<file path="src/rtl/pipe_reg_pkg.sv">
// pipe_reg_pkg: shared constants and helpers for the pipe_reg block.
//   DEF_BITS   - default data width
//   DEF_STAGES - default pipeline depth
//   occ_w()    - width of the occupancy counter for a given depth
package pipe_reg_pkg;

  localparam int DEF_BITS   = 8;
  localparam int DEF_STAGES = 3;

  // Counter must represent 0..stages inclusive.
  function automatic int occ_w(input int stages);
    return (stages < 1) ? 1 : $clog2(stages + 1);
  endfunction

endpackage

</file>
<file path="src/rtl/pipe_reg_stage.sv">
// pipe_stage: one register stage of the pipe_reg elastic pipeline.
// Ports:
//   i_clk       - clock, rising edge
//   i_rst_n     - synchronous active-low reset
//   i_clr       - synchronous clear (flush or clear-on-disable)
//   i_en        - global enable; stage holds when low
//   i_up_valid  - valid offered by the upstream side
//   i_up_data   - data offered by the upstream side
//   i_dn_ready  - downstream side can take this stage's word
//   o_valid     - stage holds a word
//   o_data      - stage data (zero when empty)
module pipe_stage
  import pipe_reg_pkg::*;
#(
  parameter int BITS = DEF_BITS
) (
  input  logic            i_clk,
  input  logic            i_rst_n,
  input  logic            i_clr,
  input  logic            i_en,
  input  logic            i_up_valid,
  input  logic [BITS-1:0] i_up_data,
  input  logic            i_dn_ready,
  output logic            o_valid,
  output logic [BITS-1:0] o_data
);

  logic            r_valid;
  logic [BITS-1:0] r_data;
  logic            w_ready;

  // Empty stages always accept, so bubbles collapse toward the output.
  assign w_ready = !r_valid || i_dn_ready;

  always_ff @(posedge i_clk) begin
    if (!i_rst_n || i_clr) begin
      r_valid <= 1'b0;
      r_data  <= '0;
    end else if (i_en && w_ready) begin
      // A ready stage either receives the upstream word or becomes a bubble.
      r_valid <= i_up_valid;
      r_data  <= i_up_valid ? i_up_data : '0;
    end
  end

  assign o_valid = r_valid;
  assign o_data  = r_data;

endmodule

</file>
<file path="src/rtl/pipe_reg.sv">
// pipe_reg: elastic valid/ready register pipeline of STAGES stages.
// Optional feature: define PIPE_REG_FLUSH_EN to add the FLUSH input, which
// empties the pipe on the edge and blocks input while asserted.
// Ports:
//   CLK       - clock, rising edge
//   RESET_N   - synchronous active-low reset
//   EN        - global enable (hold or clear when low, see CLR_ON_DIS)
//   IN_VALID  - upstream word valid
//   IN_READY  - pipe accepts D this cycle
//   D         - input data
//   OUT_VALID - Q carries a valid word
//   OUT_READY - downstream accepts Q
//   Q         - output data, zero when OUT_VALID is low
//   OCC       - number of occupied stages
//   FLUSH     - (PIPE_REG_FLUSH_EN only) empty the pipe
module pipe_reg
  import pipe_reg_pkg::*;
#(
  parameter int BITS       = DEF_BITS,
  parameter int STAGES     = DEF_STAGES,
  parameter bit CLR_ON_DIS = 1'b0
) (
  input  logic                       CLK,
  input  logic                       RESET_N,
  input  logic                       EN,
  input  logic                       IN_VALID,
  output logic                       IN_READY,
  input  logic [BITS-1:0]            D,
  output logic                       OUT_VALID,
  input  logic                       OUT_READY,
  output logic [BITS-1:0]            Q,
  output logic [occ_w(STAGES)-1:0]   OCC
`ifdef PIPE_REG_FLUSH_EN
  ,
  input  logic                       FLUSH
`endif
);

  localparam int OCC_W = occ_w(STAGES);

  logic [STAGES-1:0] w_valid;
  logic [BITS-1:0]   w_data [STAGES];
  logic              w_flush;
  logic              w_clr;
  logic              w_rdy0;
  logic              w_in_xfer;
  logic              w_out_xfer;
  logic [OCC_W-1:0]  r_occ;

`ifdef PIPE_REG_FLUSH_EN
  assign w_flush = FLUSH;
`else
  assign w_flush = 1'b0;
`endif

  assign w_clr = w_flush || (CLR_ON_DIS && !EN);

  // Stage 0 is ready when any stage is empty or the tail is draining; this
  // is the unrolled form of the per-stage chain and avoids a feedback net.
  assign w_rdy0     = OUT_READY || !(&w_valid);
  assign IN_READY   = EN && RESET_N && !w_flush && w_rdy0;
  assign OUT_VALID  = EN && RESET_N && w_valid[STAGES-1];
  assign Q          = OUT_VALID ? w_data[STAGES-1] : '0;
  assign w_in_xfer  = IN_VALID && IN_READY;
  assign w_out_xfer = OUT_VALID && OUT_READY;
  assign OCC        = r_occ;

  for (genvar i = 0; i < STAGES; i++) begin : g_stage
    logic            w_up_valid;
    logic [BITS-1:0] w_up_data;
    logic            w_dn_ready;

    if (i == 0) begin : g_first
      assign w_up_valid = w_in_xfer;
      assign w_up_data  = D;
    end else begin : g_mid
      assign w_up_valid = w_valid[i-1];
      assign w_up_data  = w_data[i-1];
    end

    // Downstream of stage i is ready when some later stage is empty or the
    // tail drains this cycle.
    if (i == STAGES - 1) begin : g_last
      assign w_dn_ready = OUT_READY;
    end else begin : g_inner
      assign w_dn_ready = OUT_READY || !(&w_valid[STAGES-1:i+1]);
    end

    pipe_stage #(
      .BITS(BITS)
    ) u_stage (
      .i_clk      (CLK),
      .i_rst_n    (RESET_N),
      .i_clr      (w_clr),
      .i_en       (EN),
      .i_up_valid (w_up_valid),
      .i_up_data  (w_up_data),
      .i_dn_ready (w_dn_ready),
      .o_valid    (w_valid[i]),
      .o_data     (w_data[i])
    );
  end

  always_ff @(posedge CLK) begin
    if (!RESET_N || w_clr) begin
      r_occ <= '0;
    end else if (EN) begin
      if (w_in_xfer && !w_out_xfer) begin
        r_occ <= r_occ + OCC_W'(1);
      end else if (w_out_xfer && !w_in_xfer) begin
        r_occ <= r_occ - OCC_W'(1);
      end
    end
  end

endmodule

</file>
<file path="config.mk">
export PLATFORM = sky130hd
export DESIGN_NAME = pipe_reg
export DESIGN_NICKNAME = d
export VERILOG_FILES = /design/src/rtl/pipe_reg_pkg.sv /design/src/rtl/pipe_reg_stage.sv /design/src/rtl/pipe_reg.sv
export SDC_FILE = /design/constraint.sdc
export NUM_CORES = 1
export LEC_CHECK = 0
export CAP_MARGIN = 20
export CORE_MARGIN = 4
export CORE_UTILIZATION = 51
export CTS_CLUSTER_SIZE = 12
export DETAILED_ROUTE_END_ITERATION = 6
export GPL_TIMING_DRIVEN = 0
export PLACE_DENSITY_LB_ADDON = 0.12
export SKIP_CTS_REPAIR_TIMING = 1
export SYNTH_ARGS = -nofsm -noshare
export SYNTH_HDL_FRONTEND = slang
export SYNTH_HIERARCHICAL = 1
export SYNTH_SLANG_ARGS = --single-unit
</file>
<file path="constraint.sdc">
create_clock -name CLK -period 2.5 [get_ports CLK]
set_clock_uncertainty 0.05 [all_clocks]
set_input_delay 0.375 -clock CLK [delete_from_list [all_inputs] [get_ports CLK]]
set_output_delay 0.375 -clock CLK [all_outputs]
set_load 0.02 [all_outputs]
</file>
## Word level (Yosys, flattened, before mapping)

Cells that the tools add are included.

- Word-level logic and storage cells: 41
- Flip-flop bits (word level): 29
- Input port bits: 13
- Output and inout bits: 12

- Reduce and logical (&&, ||, !) cells: 26
- Mux-type cells: 6
- Add/sub/neg operators: 2

Operators with widths:

| operator | count |
|---|---|
| two-way mux 8 bit | 4 |
| logical AND 1 bit | 10 |
| zero test 1 bit | 7 |
| logical OR 1 bit | 5 |
| two-way mux 2 bit | 2 |
| AND reduction 2 bit | 2 |
| AND reduction 3 bit | 1 |
| adder 2 x 1 -> 2 bit, second input constant | 1 |
| nonzero test 2 bit | 1 |
| subtractor 2 x 1 -> 2 bit, second input constant | 1 |

## Logic depth before layout (Yosys ltp)

- Depth after elaboration: 9
- Mapped depth: 7
- Mapped depth without buffers: 7

## By module

The synthesis kept the hierarchy.

Modules (own cells, without submodules):

| module | instances | sequential area each (um^2) | area each (um^2) | cells each |
|---|---|---|---|---|
| pipe_stage | 3 | 180.2 | 384.1 | 44 |
| pipe_reg | 1 | 40.0 | 225.2 | 27 |

## Worst setup path before layout

No wires, ideal clock.

- Kind: input port to flip-flop
- Start: in OUT_READY
- End: reg r_occ[0] (netlist: OCC[0])
- Cell stages on the path: 7
- Setup slack: 643 ps
- Setup time: 115 ps
- Buffers on the path: 0
- Arrival: 1,692 ps
- Required time: 2,335 ps
- Path through: nand3b_4 > o211a_1 > and2_4 > ha_1 > nand2b_1 > xnor2_1 > and2_1

- Cells in the longest elaborated chain, start to end: 7
- Elaborated cells on any way between the ends: 11
- Classes of those cells: mux: 1; reduce/logical: 10

Ends and longest elaborated chain:

| element | RTL line | text |
|---|---|---|
| start: declaration | pipe_reg.sv:30 | `input logic OUT_READY,` |
| logical OR 1 bit * | pipe_reg.sv:60 | `assign w_rdy0 = OUT_READY \|\| !(&w_valid);` |
| logical AND 1 bit * | pipe_reg.sv:61 | `assign IN_READY = EN && RESET_N && !w_flush && w_rdy0;` |
| via IN_READY | pipe_reg.sv:27 | `output logic IN_READY,` |
| logical AND 1 bit * | pipe_reg.sv:64 | `assign w_in_xfer = IN_VALID && IN_READY;` |
| via g_stage[0].w_up_valid | pipe_reg.sv:69 | `logic w_up_valid;` |
| zero test 1 bit | pipe_reg.sv:110 | `end else if (w_out_xfer && !w_in_xfer) begin` |
| logical AND 1 bit | pipe_reg.sv:110 |  |
| nonzero test 2 bit (no source line) | -- |  |
| AND reduction 2 bit (no source line) | -- |  |
| end signal: assignment | pipe_reg.sv:109 | `r_occ <= r_occ + OCC_W'(1);` |
| end signal: assignment | pipe_reg.sv:111 | `r_occ <= r_occ - OCC_W'(1);` |
| end: declaration | pipe_reg.sv:48 | `logic [OCC_W-1:0] r_occ;` |

Mark *: on every way through the listed nets, which the timed path passes. The rest lies on a longest branch.
A chain may end at the register's enable or synchronous reset.

## Worst setup path after layout

- Start: in OUT_READY
- End: out IN_READY

- Cells in the longest elaborated chain, start to end: 2

Ends and longest elaborated chain:

| element | RTL line |
|---|---|
| logical OR 1 bit | pipe_reg.sv:60 |
| logical AND 1 bit | pipe_reg.sv:61 |
| end: declaration | pipe_reg.sv:27 |

Every way passes these cells.

==> summary.txt <==
Global route
  – Initial antenna violation count: 0
  – Vias in the first global route: 1079
  – Grt ovf: 0
  – Largest net degree at the start of global routing: 11
  – GRT Util Overall: 17.76%
  – First-pass GRT wire length: 4.678 mm

Floorplanning
  – Die Area: 3596 um^2
  – Row cnt: 18
  – Initial core utilization: 54.61%
  – DIE WIDTH: 59.97 um
  – IO Count: 25
  – Die Ht: 59.97 um
  – Core area: 2522 um^2

Clock tree
  – CTS tree: done
  – Root Buffer: clkbuf_4
  – Clk slew on worst S/H paths: 0.09 ns
  – Clock Latency Late Sink: 0.32 ns
  – Worst-case clock buffer depth: 2
  – Sink Count: 29
  – CTS buffer count: 5
  – CTS HTree Levels: 2

Route
  – ANT nets after route: 0
  – Drt drc: 0
  – Avg Vias per Cell: 5.466
  – DRT iter0 DRCs: 49
  – Wire length per cell: 12.92 um
  – Final wirelength: 2.882 mm
  – Vias after detailed routing: 1219
  – Pre-antenna DRT Iters: 4

Setup path
  – WP data arrival: 1.84 ns
  – Critical Path RT: 2.08 ns
  – Crit path cell chain: clkdlybuf4s50_1, nand3b_4, o211a_1, clkdlybuf4s50_1
  – Slowest stage delay, CP: 0.60 ns
  – Crit path max fanout: 5
  – CP max-delay cell: clkdlybuf4s50_1
  – Most used cell, CP: clkdlybuf4s50_1
  – Top Family by Delay on Critical Path: buffers and inverters
  – Critical path class: in2out
  – Crit. End Element: output port
  – Bufs and invs on worst path: 2
  – Startpoint Class: input port

Placement
  – Buffers on Ports: 24
  – GP Congestion: 0.7247
  – Placed cell area: 1663 um^2
  – Detailed placer's ending HPWL: 2.169 mm

Power and ir drop
  – Worst IR Drop VDD: 0.4809 mV
  – Leak pwr: 0.6378 nW
  – Cell Pwr Density: 537.4 nW/um^2
  – Design Power: 942.0 uW

Logic synthesis
  – Compound-gate portion of the synthesized area: 22.52%
  – Post-synthesis simple-gate area fraction: 24.98%
  – Synthesized instance count: 159
  – Xor and xnor fraction of the mapped netlist area: 1.272%
  – Combinational family with the most area after synthesis: simple AND/OR/NAND/NOR gates
  – Adder-cell share of the synthesized area: 0.9083%
  – Seq/Total Area, Yosys: 42.14%
  – YS warnings: 6
  – Synthesized cell area: 1378 um^2
  – Synth unique cells: 26
  – Seq cells post-synth: 29
  – Multiplexer share of the synthesized area: 0%
  – Syn avg cell area: 8.664 um^2

Timing
  – RSZ-0062 raised after global routing: no
  – Max-slew violation count: 0
  – Final setup viols: 0
  – Final Critical Period: 2.269 ns
  – FMAX: 0.4407 GHz
  – Tcrit/Tclk final: 90.77%
  – Hold Vio Cnt, Final: 0

Finish
  – Fill cells: 209
  – Synthesis-to-finish area growth: 27.25%
  – Final nets: 206
  – Cell area after layout: 1753 um^2
  – Layout cells sized above 1: 12.95%
  – Ant diodes: 0

Status
  – Status: finished, final reports clean

Hold path
  – Worst hold path type: in2reg

Flow run
  – Max Cap Viol: 0
==> worst register-to-register path, stage by stage (launching register included) <==
cell and delay (ns):
dfxtp_1 0.46, nand3b_4 0.11, o211a_1 0.23, and2_4 0.16, ha_1 0.27, nand2b_1 0.18
xnor2_1 0.14, and2_1 0.15
==> synth_stat cells (all sizes together) <==
cell type / number / area (um^2)
a21oi: 24 / 120.1
xor2: 1 / 8.760
or2b: 1 / 7.510
nand3b: 1 / 20.02
ha: 1 / 12.51
o31ai: 1 / 7.510
dfxtp: 29 / 580.6
nand2b: 8 / 50.05
conb: 1 / 3.750
o21ai: 24 / 120.1
nor2: 3 / 11.26
inv: 7 / 26.28
buf: 10 / 71.32
a311oi: 3 / 45.04
nand4: 24 / 150.1
o211ai: 1 / 7.510
o211a: 1 / 10.01
and2: 10 / 65.06
and3: 1 / 6.260
clkbuf: 3 / 11.26
nand2: 1 / 3.750
and2b: 3 / 30.03
xnor2: 1 / 8.760
==> through the flow <==
stage	cells	hold slack [ns]	util [%]	TNS, ns	setup slack (ns)
3_3_place_gp	215	0.4061	65.92	-0.1427	-0.02172
6_report	223	0.4006	69.49	0	0.2309
2_1_floorplan	161	0.3946	-	0	0.6432
5_1_grt	223	0.4084	69.49	0	0.1222
4_1_cts	223	0.4244	69.30	-0.4170	-0.06367
3_5_place_dp	215	0.4130	65.92	-0.3074	-0.04760
==> cell usage in the layout (no fill, tap or decap) <==
cell type,Yosys,final
bufinv_16,0,1
inv_1,7,7
xor2_1,1,1
or2b_1,1,1
clkdlybuf4s50_1,0,22
xnor2_1,1,1
nand3b_4,1,1
clkbuf_8,0,1
dfxtp_1,29,29
and2b_4,3,3
a311oi_2,3,3
buf_6,3,3
o211ai_1,1,1
buf_2,6,6
and2_1,9,9
o211a_1,1,1
nand4_1,24,24
conb_1,1,3
clkbuf_1,3,4
nand2_1,1,1
clkbuf_4,0,5
dlymetal6s2s_1,0,2
o21ai_0,24,24
ha_1,1,1
a21oi_1,24,24
o31ai_1,1,1
nand2b_1,8,8
nor2_1,3,3
buf_4,1,1
and3_1,1,1
and2_4,1,1
==> power breakdown <==
| part | total, mW | switching [mW] | internal (mW) |
|---|---|---|---|
| logic | 0.0781 | 0.0415 | 0.0366 |
| clock network | 0.394 | 0.156 | 0.239 |
| registers | 0.470 | 0.00436 | 0.465 |
| total | 0.942 | 0.201 | 0.741 |
==> path summary, 6_finish.rpt <==
check	start	end	slack, ns	cells after the start
max reg2reg	g_stage[2].u_stage/o_valid	OCC[0]	0.66	7
min reg2reg	g_stage[2].u_stage/o_data[7]	g_stage[2].u_stage/o_data[7]	0.43	2
min	RESET_N	OCC[1]	0.40	3
max	OUT_READY	IN_READY	0.23	4
==> area by class of cell <==
cell class	count	area [um^2]	share of cell area, %
inverter	7	26.28	1.499
tap	30	37.54	2.141
timing repair buffer	24	245.2	13.99
sequential	29	580.6	33.12
clock buffer	7	55.05	3.141
multi-input combinational	112	695.7	39.69
clock inverter	1	30.03	1.713
buffer	13	82.58	4.711
==> state kept, by name (all words and copies together) (netlist names) <==
name,count
g_stage.u_stage/o_data,24
g_stage.u_stage/o_valid,3
OCC,2
==> kinds of logic after synthesis <==
kind of cell	count (synthesis)
AO/OA/AOI/OAI	54
XOR/XNOR	2
adder cells (fa/ha/maj)	1
buffers and inverters	20
flip-flops	29
other	1
AND/OR/NAND/NOR	52
==> per-layer routing <==
metal | vias up | global-route usage (%) | share of wire, %
met5 | - | 0 | 0
met4 | 0 | 6.646 | 0.73
met3 | 2 | 7.775 | 6.6
met2 | 30 | 28.55 | 47
met1 | 549 | 20.77 | 45
li1 | 638 | - | -
No activity file was read; power rests on OpenSTA's default activity.
